--- config.mk ---
export PLATFORM = sky130hd
export DESIGN_NAME = fp_add_stage_flat
export DESIGN_NICKNAME = d
export VERILOG_FILES = /design/src/rtl/fp_pkg.sv /design/src/rtl/fp_add_stage_if.sv /design/src/rtl/fp_add_sub.sv /design/src/rtl/fp_classify.sv /design/src/rtl/fp_add_stage.sv /design/src/flat_wrapper.sv
export SDC_FILE = /design/constraint.sdc
export NUM_CORES = 1
export LEC_CHECK = 0
export BUFFER_PORTS_ARGS = -buffer_cell sky130_fd_sc_hd__buf_2
export CAP_MARGIN = 20
export CORE_ASPECT_RATIO = 1.2
export CORE_MARGIN = 1.5
export CORE_UTILIZATION = 45
export DETAILED_ROUTE_END_ITERATION = 12
export PLACE_DENSITY = 0.66
export SLEW_MARGIN = 25
export SYNTH_ARGS = -nofsm -noshare
export SYNTH_HDL_FRONTEND = slang
export SYNTH_SLANG_ARGS = --single-unit
--- constraint.sdc ---
create_clock -name i_clk -period 14.8 [get_ports i_clk]
set_clock_uncertainty 0.2 [all_clocks]
set_input_delay 2.96 -clock i_clk [delete_from_list [all_inputs] [get_ports i_clk]]
set_output_delay 2.96 -clock i_clk [all_outputs]
set_load 0.005 [all_outputs]
--- src/rtl/fp_pkg.sv ---
// Shared encodings, constants and classification record for the FPU add/compare path.
package fp_pkg;

    typedef enum logic [2:0] {
        FP_FADD = 3'b000,
        FP_FSUB = 3'b001,
        FP_FMIN = 3'b010,
        FP_FMAX = 3'b011,
        FP_FEQ  = 3'b100,
        FP_FLT  = 3'b101,
        FP_FLE  = 3'b110,
        FP_RSVD = 3'b111
    } fp_op_e;

    localparam logic [31:0] CANON_NAN = 32'h7FC0_0000;

    localparam int NV = 4;
    localparam int DZ = 3;
    localparam int OF = 2;
    localparam int UF = 1;
    localparam int NX = 0;

    typedef struct packed {
        logic is_zero;
        logic is_inf;
        logic is_nan;
        logic is_snan;
    } fp_class_t;

endpackage

--- src/rtl/fp_add_stage_if.sv ---
// Issue-side and writeback-side handshake bundle of the add/compare stage.
interface fp_add_stage_if #(
    parameter int TAG_W = 5
);
    logic             i_valid;
    logic             o_ready;
    logic [2:0]       i_op;
    logic [31:0]      i_a;
    logic [31:0]      i_b;
    logic [TAG_W-1:0] i_rd;
    logic             o_valid;
    logic             i_ready;
    logic [31:0]      o_result;
    logic [TAG_W-1:0] o_rd;
    logic [4:0]       o_flags;

    modport slave (
        input  i_valid, i_op, i_a, i_b, i_rd, i_ready,
        output o_ready, o_valid, o_result, o_rd, o_flags
    );

    modport master (
        output i_valid, i_op, i_a, i_b, i_rd, i_ready,
        input  o_ready, o_valid, o_result, o_rd, o_flags
    );
endinterface

--- src/rtl/fp_add_sub.sv ---
// Combinational adder core for finite normal operands with |a| >= |b|; round to nearest even.
module fp_add_sub (
    input  logic        i_mode,
    input  logic [31:0] i_a,
    input  logic [31:0] i_b,
    output logic [31:0] o_result
);
    function automatic logic [4:0] lzc27(input logic [26:0] v);
        lzc27 = 5'd27;
        for (int i = 0; i <= 26; i++) begin
            if (v[i]) lzc27 = 5'(26 - i);
        end
    endfunction

    function automatic logic [24:0] round_rne(input logic [26:0] n);
        logic up;
        up = n[2] && (n[1] || n[0] || n[3]);
        round_rne = {1'b0, n[26:3]} + {24'd0, up};
    endfunction

    logic               sb;
    logic        [7:0]  d;
    logic        [26:0] ma, mb_full, mb, norm;
    logic        [27:0] sum;
    logic        [4:0]  lz;
    logic        [24:0] mant;
    logic signed [9:0]  e;

    always_comb begin
        sb      = i_b[31] ^ i_mode;
        d       = i_a[30:23] - i_b[30:23];
        ma      = {1'b1, i_a[22:0], 3'b000};
        mb_full = {1'b1, i_b[22:0], 3'b000};
        // Alignment keeps guard/round bits and folds everything below into a sticky bit
        if (d >= 8'd27) begin
            mb = 27'd1;
        end else begin
            mb = mb_full >> d;
            if ((mb_full & ((27'd1 << d) - 27'd1)) != 27'd0) mb[0] = 1'b1;
        end
        sum  = (i_a[31] ^ sb) ? ({1'b0, ma} - {1'b0, mb}) : ({1'b0, ma} + {1'b0, mb});
        e    = $signed({2'b00, i_a[30:23]});
        lz   = 5'd0;
        norm = sum[26:0];
        if (sum[27]) begin
            norm = {sum[27:2], sum[1] | sum[0]};
            e    = e + 10'sd1;
        end else begin
            lz   = lzc27(sum[26:0]);
            norm = sum[26:0] << lz;
            e    = e - $signed({5'd0, lz});
        end
        mant = round_rne(norm);
        if (mant[24]) begin
            mant = mant >> 1;
            e    = e + 10'sd1;
        end
        if (e >= 10'sd255)   o_result = {i_a[31], 8'hFF, 23'd0};
        else if (e <= 10'sd0) o_result = {i_a[31], 31'd0};
        else                  o_result = {i_a[31], e[7:0], mant[22:0]};
    end
endmodule

--- src/rtl/fp_classify.sv ---
// Single-precision operand classifier; subnormals are reported as zero.
module fp_classify (
    input  logic [31:0] x,
    output logic        is_zero,
    output logic        is_inf,
    output logic        is_nan,
    output logic        is_snan
);
    logic exp_max;

    assign exp_max = (x[30:23] == 8'hFF);
    assign is_zero = (x[30:23] == 8'h00);
    assign is_inf  = exp_max && (x[22:0] == 23'd0);
    assign is_nan  = exp_max && (x[22:0] != 23'd0);
    assign is_snan = is_nan && !x[22];
endmodule

--- src/rtl/fp_add_stage.sv ---
// Two-stage FADD/FSUB/FMIN/FMAX/FEQ/FLT/FLE unit: stage 1 resolves specials and orders
// operands, stage 2 runs the adder core and applies overflow/underflow fix-up.
module fp_add_stage
    import fp_pkg::*;
#(
    parameter int TAG_W = 5
) (
    input  logic           i_clk,
    input  logic           i_rst,
    fp_add_stage_if.slave  bus
);
    fp_op_e      op_p0;
    fp_class_t   ca, cb;
    logic        is_sub_p0, any_nan, any_snan, both_zero, a_ge_b, mag_eq, a_lt_b, nx_align;
    logic [31:0] a_p0, b_p0, big_p0, small_p0, spec_res_p0;
    logic [30:0] mag_a, mag_b;
    logic [7:0]  exp_diff;
    logic [23:0] align_mask;
    logic        spec_p0, nv_p0, nx_p0;
    logic        s1_adv, s2_adv, accept;

    assign op_p0     = fp_op_e'(bus.i_op);
    assign is_sub_p0 = (op_p0 == FP_FSUB);
    assign a_p0      = bus.i_a;
    assign b_p0      = {bus.i_b[31] ^ is_sub_p0, bus.i_b[30:0]};

    fp_classify u_cls_a (.x(bus.i_a), .is_zero(ca.is_zero), .is_inf(ca.is_inf),
                         .is_nan(ca.is_nan), .is_snan(ca.is_snan));
    fp_classify u_cls_b (.x(bus.i_b), .is_zero(cb.is_zero), .is_inf(cb.is_inf),
                         .is_nan(cb.is_nan), .is_snan(cb.is_snan));

    // Stage 0 -> 1: classification, special-case resolution, magnitude ordering
    always_comb begin
        any_nan    = ca.is_nan || cb.is_nan;
        any_snan   = ca.is_snan || cb.is_snan;
        both_zero  = ca.is_zero && cb.is_zero;
        mag_a      = ca.is_zero ? 31'd0 : a_p0[30:0];
        mag_b      = cb.is_zero ? 31'd0 : b_p0[30:0];
        a_ge_b     = (mag_a >= mag_b);
        mag_eq     = (mag_a == mag_b);
        a_lt_b     = (a_p0[31] != b_p0[31]) ? a_p0[31]
                   : (a_p0[31] ? (a_ge_b && !mag_eq) : !a_ge_b);
        big_p0     = a_ge_b ? a_p0 : b_p0;
        small_p0   = a_ge_b ? b_p0 : a_p0;
        exp_diff   = big_p0[30:23] - small_p0[30:23];
        align_mask = (24'd1 << exp_diff[4:0]) - 24'd1;
        nx_align   = (exp_diff >= 8'd24) || (({1'b1, small_p0[22:0]} & align_mask) != 24'd0);

        spec_p0     = 1'b1;
        spec_res_p0 = 32'd0;
        nv_p0       = 1'b0;
        nx_p0       = 1'b0;
        case (op_p0)
            FP_FMIN, FP_FMAX: begin
                nv_p0 = any_snan;
                if (ca.is_nan && cb.is_nan) spec_res_p0 = CANON_NAN;
                else if (ca.is_nan)         spec_res_p0 = b_p0;
                else if (cb.is_nan)         spec_res_p0 = a_p0;
                else spec_res_p0 = ((op_p0 == FP_FMIN) == a_lt_b) ? a_p0 : b_p0;
            end
            FP_FEQ: begin
                nv_p0          = any_snan;
                spec_res_p0[0] = !any_nan && (both_zero || a_p0 == b_p0);
            end
            FP_FLT: begin
                nv_p0          = any_nan;
                spec_res_p0[0] = !any_nan && !both_zero && a_lt_b;
            end
            FP_FLE: begin
                nv_p0          = any_nan;
                spec_res_p0[0] = !any_nan && (both_zero || a_lt_b || a_p0 == b_p0);
            end
            default: begin
                if (any_nan) begin
                    spec_res_p0 = CANON_NAN;
                    nv_p0       = any_snan;
                end else if (ca.is_inf && cb.is_inf && a_p0[31] != b_p0[31]) begin
                    spec_res_p0 = CANON_NAN;
                    nv_p0       = 1'b1;
                end else if (ca.is_inf)    spec_res_p0 = a_p0;
                else if (cb.is_inf)        spec_res_p0 = b_p0;
                else if (both_zero)        spec_res_p0 = {a_p0[31] & b_p0[31], 31'd0};
                else if (ca.is_zero)       spec_res_p0 = b_p0;
                else if (cb.is_zero)       spec_res_p0 = a_p0;
                else if (mag_eq && a_p0[31] != b_p0[31]) spec_res_p0 = 32'd0;
                else begin
                    spec_p0 = 1'b0;
                    nx_p0   = nx_align;
                end
            end
        endcase
    end

    logic             vld_p1, vld_p2;
    fp_op_e           op_p1;
    logic [TAG_W-1:0] rd_p1, rd_p2;
    logic [31:0]      big_p1, small_p1, spec_res_p1, res_p2;
    logic             spec_p1, nv_p1, nx_p1;
    logic [4:0]       flags_p2;

    assign s2_adv      = !vld_p2 || bus.i_ready;
    assign s1_adv      = !vld_p1 || s2_adv;
    assign accept      = bus.i_valid && s1_adv;
    assign bus.o_ready = s1_adv;

    always_ff @(posedge i_clk) begin
        if (i_rst)       vld_p1 <= 1'b0;
        else if (s1_adv) vld_p1 <= bus.i_valid;
    end

    always_ff @(posedge i_clk) begin
        if (accept) begin
            op_p1       <= op_p0;
            rd_p1       <= bus.i_rd;
            big_p1      <= big_p0;
            small_p1    <= small_p0;
            spec_p1     <= spec_p0;
            spec_res_p1 <= spec_res_p0;
            nv_p1       <= nv_p0;
            nx_p1       <= nx_p0;
        end
    end

    // Stage 1 -> 2: adder core and result fix-up
    logic [31:0] core_res, res_nxt;
    logic [4:0]  flags_nxt;
    logic        arith_p1;

    fp_add_sub u_core (.i_mode(1'b0), .i_a(big_p1), .i_b(small_p1), .o_result(core_res));

    assign arith_p1 = (op_p1 == FP_FADD) || (op_p1 == FP_FSUB) || (op_p1 == FP_RSVD);

    always_comb begin
        res_nxt       = core_res;
        flags_nxt     = 5'd0;
        flags_nxt[NV] = nv_p1;
        flags_nxt[NX] = nx_p1;
        if (!arith_p1 || spec_p1) begin
            res_nxt = spec_res_p1;
        end else if (core_res[30:23] == 8'hFF) begin
            res_nxt       = {core_res[31], 8'hFF, 23'd0};
            flags_nxt[OF] = 1'b1;
            flags_nxt[NX] = 1'b1;
        end else if (core_res[30:23] == 8'h00) begin
            res_nxt       = {core_res[31], 31'd0};
            flags_nxt[UF] = 1'b1;
            flags_nxt[NX] = 1'b1;
        end
    end

    always_ff @(posedge i_clk) begin
        if (i_rst) begin
            vld_p2   <= 1'b0;
            res_p2   <= 32'd0;
            rd_p2    <= '0;
            flags_p2 <= 5'd0;
        end else if (s2_adv) begin
            vld_p2 <= vld_p1;
            if (vld_p1) begin
                res_p2   <= res_nxt;
                rd_p2    <= rd_p1;
                flags_p2 <= flags_nxt;
            end
        end
    end

    assign bus.o_valid  = vld_p2;
    assign bus.o_result = res_p2;
    assign bus.o_rd     = rd_p2;
    assign bus.o_flags  = flags_p2;
endmodule

--- src/flat_wrapper.sv ---
// flat-port wrapper written by rule: the top's interface ports become plain ports
module fp_add_stage_flat import fp_pkg::*;
#(
    parameter int TAG_W = 5
)
  (i_clk, i_rst, bus_i_valid, bus_i_op, bus_i_a, bus_i_b, bus_i_rd, bus_i_ready, bus_o_ready, bus_o_valid, bus_o_result, bus_o_rd, bus_o_flags);
  fp_add_stage_if #(.TAG_W(TAG_W)) bus_i ();
  input  logic i_clk;
  input  logic i_rst;
  input wire logic [$bits(bus_i.i_valid)-1:0] bus_i_valid;
  input wire logic [$bits(bus_i.i_op)-1:0] bus_i_op;
  input wire logic [$bits(bus_i.i_a)-1:0] bus_i_a;
  input wire logic [$bits(bus_i.i_b)-1:0] bus_i_b;
  input wire logic [$bits(bus_i.i_rd)-1:0] bus_i_rd;
  input wire logic [$bits(bus_i.i_ready)-1:0] bus_i_ready;
  output wire logic [$bits(bus_i.o_ready)-1:0] bus_o_ready;
  output wire logic [$bits(bus_i.o_valid)-1:0] bus_o_valid;
  output wire logic [$bits(bus_i.o_result)-1:0] bus_o_result;
  output wire logic [$bits(bus_i.o_rd)-1:0] bus_o_rd;
  output wire logic [$bits(bus_i.o_flags)-1:0] bus_o_flags;
  assign bus_i.i_valid = bus_i_valid;
  assign bus_i.i_op = bus_i_op;
  assign bus_i.i_a = bus_i_a;
  assign bus_i.i_b = bus_i_b;
  assign bus_i.i_rd = bus_i_rd;
  assign bus_i.i_ready = bus_i_ready;
  assign bus_o_ready = bus_i.o_ready;
  assign bus_o_valid = bus_i.o_valid;
  assign bus_o_result = bus_i.o_result;
  assign bus_o_rd = bus_i.o_rd;
  assign bus_o_flags = bus_i.o_flags;
  fp_add_stage #(.TAG_W(TAG_W)) u_core (.i_clk(i_clk), .i_rst(i_rst), .bus(bus_i));
endmodule
==> summary.txt <==
Die
  – Die Y: 231 um
  – Total Die Area: 44700 um^2
  – Die width: 193 um
  – Core area: 42800 um^2
  – # rows: 83
  – Io pins: 120
  – Starting density of the core: 45.7%

Layout
  – FF/Latch Area: 4070 um^2
  – Number of diodes: 0
  – Total Nets Final: 2777
  – Layout cells sized above 1: 12.2%
  – Fillers: 4292
  – Layout Cells excl Fill: 3166
  – Syn-to-layout area delta: 7.74%
  – Multi-input gate area: 14400 um^2

Synthesis
  – Synth area leaders: edfxtp_1 (16%), nand2_1 (7.0%), ha_1 (6.2%), a21oi_1 (4.9%), dfxtp_1 (4.4%)
  – Cells after synthesis: 2601
  – Synthesized area per cell: 7.52 um^2
  – Yosys cell types: 125
  – Synth async-reset ratio: 0%
  – Yosys top cell area share: 16.4%
  – Sequential share of the synthesized area: 20.8%
  – Net Count, Synth: 2777
  – Synth Flop Type: edfxtp_1
  – Warnings, synthesis: 0
  – Netlist Area Pre-Place: 19600 um^2
  – Cell taking the most area after synthesis: edfxtp_1
  – EDFF count, synth: 107
  – Seq cells post-synth: 150

Drt
  – Drt drc: 0
  – Final ANT Viol Nets: 0
  – WL/cell: 26.0 um
  – DR vias/cell: 6.85
  – Detailed Route Iter0 Violations: 2654
  – WL final: 82300 um
  – DR pass1 iterations: 6
  – Via Count: 21700

Timing
  – Min Hold Slack: 0.251 ns
  – Fin. max-slew vios: 0
  – Worst-Margin Slew: 1.11 ns
  – Final worst path period share: 89.4%
  – Period minus WS final: 13.23 ns
  – Fin. Hold Viols: 0
  – Worst rel slew slack: 26.1%
  – RSZ-0062 raised after global routing: false
  – Post-route setup TNS: 0 ns
  – Final setup fails: 0
  – Max Clk Rate: 0.0756 GHz
  – Final WS setup: 1.57 ns

Clock network
  – CTS tree: built
  – CTS clk-pin slew, worst paths: 0.07 ns
  – Clk_lat worst skew: 0.43 ns
  – Postcts setup bufs: 0
  – Total CTS buffers: 17
  – Clock tree root buffer cell: clkbuf_16
  – Post-CTS Hold Buffers: 0
  – CTS resizes: 0
  – Clock Path Buffers: 2
  – H-tree Lvls: 4
  – Clock sinks: 150

Pwr
  – Sw Share: 51.1%
  – Peak VDD IR: 0.0944 mV
  – Seq pwr share: 19.5%
  – Pwr/cell area: 129 nW/um^2
  – NetSw: 1.39 mW
  – Comb pwr share: 64.0%
  – Clock power frac: 16.5%
  – Int Power: 1.33 mW
  – Design Power: 2.71 mW
  – P_leak: 8.59 nW

Place
  – Dpl ws: 1.91 ns
  – Port Buffers: 118
  – Placer congestion estimate: 1.04
  – HPWL after DPL: 64200 um
  – Placed cells: 3134

Global route
  – First-pass GRT wire length: 124000 um
  – Largest net degree at the start of global routing: 76
  – All-Layer GR Usage: 35.7%
  – Vias in the first global route: 20200
  – Initial antenna violation count: 0
  – Total grt overflow: 0

Outcome
  – Status: complete, no violations

Critical path
  – CP startpoint kind: flip-flop
  – Crit end category: flip-flop
  – Critical path's slowest cell: nor3_1
  – Max FO, Critical Path: 20
  – CP Class: flip-flop to flip-flop
  – Worst EP required: 14.87 ns
  – CP Data Arrival Time: 13.30 ns
  – Most numerous cell on the critical path: ha_1
  – Max incr delay on CP: 0.85 ns
  – R2R Setup Slk: 1.57 ns

Worst hold path
  – Worst hold path class: flip-flop to flip-flop

Job
  – Max-cap violations: 0
worst paths after layout:
kind | start | end | cells past startpoint
setup / recovery | u_core.big_p1[23] | u_core.bus.o_result[2] | 43
hold / removal | u_core.bus.o_rd[1] | u_core.bus.o_rd[1] | 2
setup reg to reg | u_core.big_p1[23] | u_core.bus.o_result[2] | 43
hold reg to reg | u_core.bus.o_rd[1] | u_core.bus.o_rd[1] | 2
power groups by stage:
stage / logic [mW] / registers (mW) / clock network [mW]
floorplan: 1.19 / 0.519 / 0
global placement: 1.67 / 0.536 / 0
detailed placement: 1.67 / 0.537 / 0
CTS: 1.68 / 0.528 / 0.453
global route: 1.85 / 0.531 / 0.467
finish: 1.74 / 0.529 / 0.447
worst max-delay path: cells and delay by family, from the launching register on:
family | cells | cell delay, ns
DFF | 1 | 0.46
adders and majority gates | 7 | 2.32
muxes | 1 | 0.36
buffers and inverters | 4 | 0.55
AOI/OAI and AO/OA | 16 | 4.60
and+or+nand+nor | 15 | 4.59
sequential cells by signal, indices dropped and copies added, names as in the netlist:
name / count
u_core.op_p1: 3
u_core.spec_res_p1: 32
u_core.rd_p1: 5
u_core.nv_p1: 1
u_core.bus.o_valid: 1
u_core.bus.o_result: 32
u_core.small_p1: 32
u_core.bus.o_rd: 5
u_core.spec_p1: 1
u_core.bus.o_flags: 4
u_core.vld_p1: 1
u_core.nx_p1: 1
u_core.big_p1: 32
synthesized netlist by cell type (10+ instances only):
| library cell | instances |
|---|---|
| o21a_1 | 26 |
| nand2_1 | 364 |
| buf_2 | 22 |
| nor4_1 | 39 |
| o22ai_1 | 57 |
| o2111ai_1 | 16 |
| mux2_2 | 19 |
| o211ai_1 | 31 |
| ha_1 | 97 |
| a221oi_1 | 27 |
| o31ai_1 | 21 |
| or3_1 | 22 |
| a211o_1 | 13 |
| buf_1 | 15 |
| inv_1 | 91 |
| xor2_1 | 31 |
| nor2_1 | 186 |
| and3_1 | 30 |
| a21o_1 | 45 |
| o21ai_0 | 134 |
| o21ai_1 | 16 |
| mux2i_1 | 80 |
| mux4_2 | 10 |
| nor3_1 | 78 |
| nand3_1 | 70 |
| a211oi_1 | 42 |
| nor2b_1 | 21 |
| dfxtp_1 | 43 |
| a31oi_1 | 33 |
| nand4_1 | 51 |
| edfxtp_1 | 107 |
| clkbuf_1 | 132 |
| xnor2_1 | 68 |
| and2_1 | 56 |
| and4_1 | 10 |
| or2_2 | 16 |
| nand2b_1 | 31 |
| a21oi_1 | 191 |
cell type report:
class	count	area share, %
Clock inverter	15	0.897
Timing Repair Buffer	163	4.41
Tap cell	552	3.28
Multi-Input combinational cell	2171	68.3
Clock buffer	17	2.02
Sequential cell	150	19.3
Inverter	98	1.76
cells by family (layout without fill, tap and decap cells):
logic type	Yosys count	in the layout	synth area share (%)
other	1	1	0.0192
AND/OR/NAND/NOR	1029	1029	26.2
flip-flops	150	150	20.8
AO/OA/AOI/OAI	825	825	29.2
multiplexers	111	111	6.47
buffers and inverters	280	293	5.89
XOR/XNOR	101	101	4.60
adder cells (fa/ha/maj)	104	104	6.72
metal layers:
metal	global-route usage, %	vias to the layer above	routed length (um)
li1	-	9793	-
met1	44.4	10300	32000
met2	59.2	1298	38200
met3	3.42	291	6280
met4	22.9	0	5800
met5	0	-	0
cell usage in the layout (no fill, tap or decap), types with 41 or more instances in the layout:
| cell | n |
|---|---|
| nand2_1 | 364 |
| a21oi_1 | 190 |
| nor2_1 | 186 |
| o21ai_0 | 133 |
| buf_2 | 118 |
| edfxtp_1 | 107 |
| ha_1 | 97 |
| inv_1 | 91 |
| mux2i_1 | 80 |
| nor3_1 | 77 |
| nand3_1 | 69 |
| xnor2_1 | 66 |
| o22ai_1 | 57 |
| and2_1 | 55 |
| nand4_1 | 51 |
| a21o_1 | 45 |
| buf_4 | 45 |
| dfxtp_1 | 43 |
| a211oi_1 | 41 |
through the flow:
step	util (%)	area [um^2]
after floorplan	-	19600
after global placement	47.8	20400
after detailed placement	47.8	20500
after CTS	49.2	21100
after global routing	49.2	21100
final	49.2	21100
Note: power is estimated with default switching activity, not from simulation.
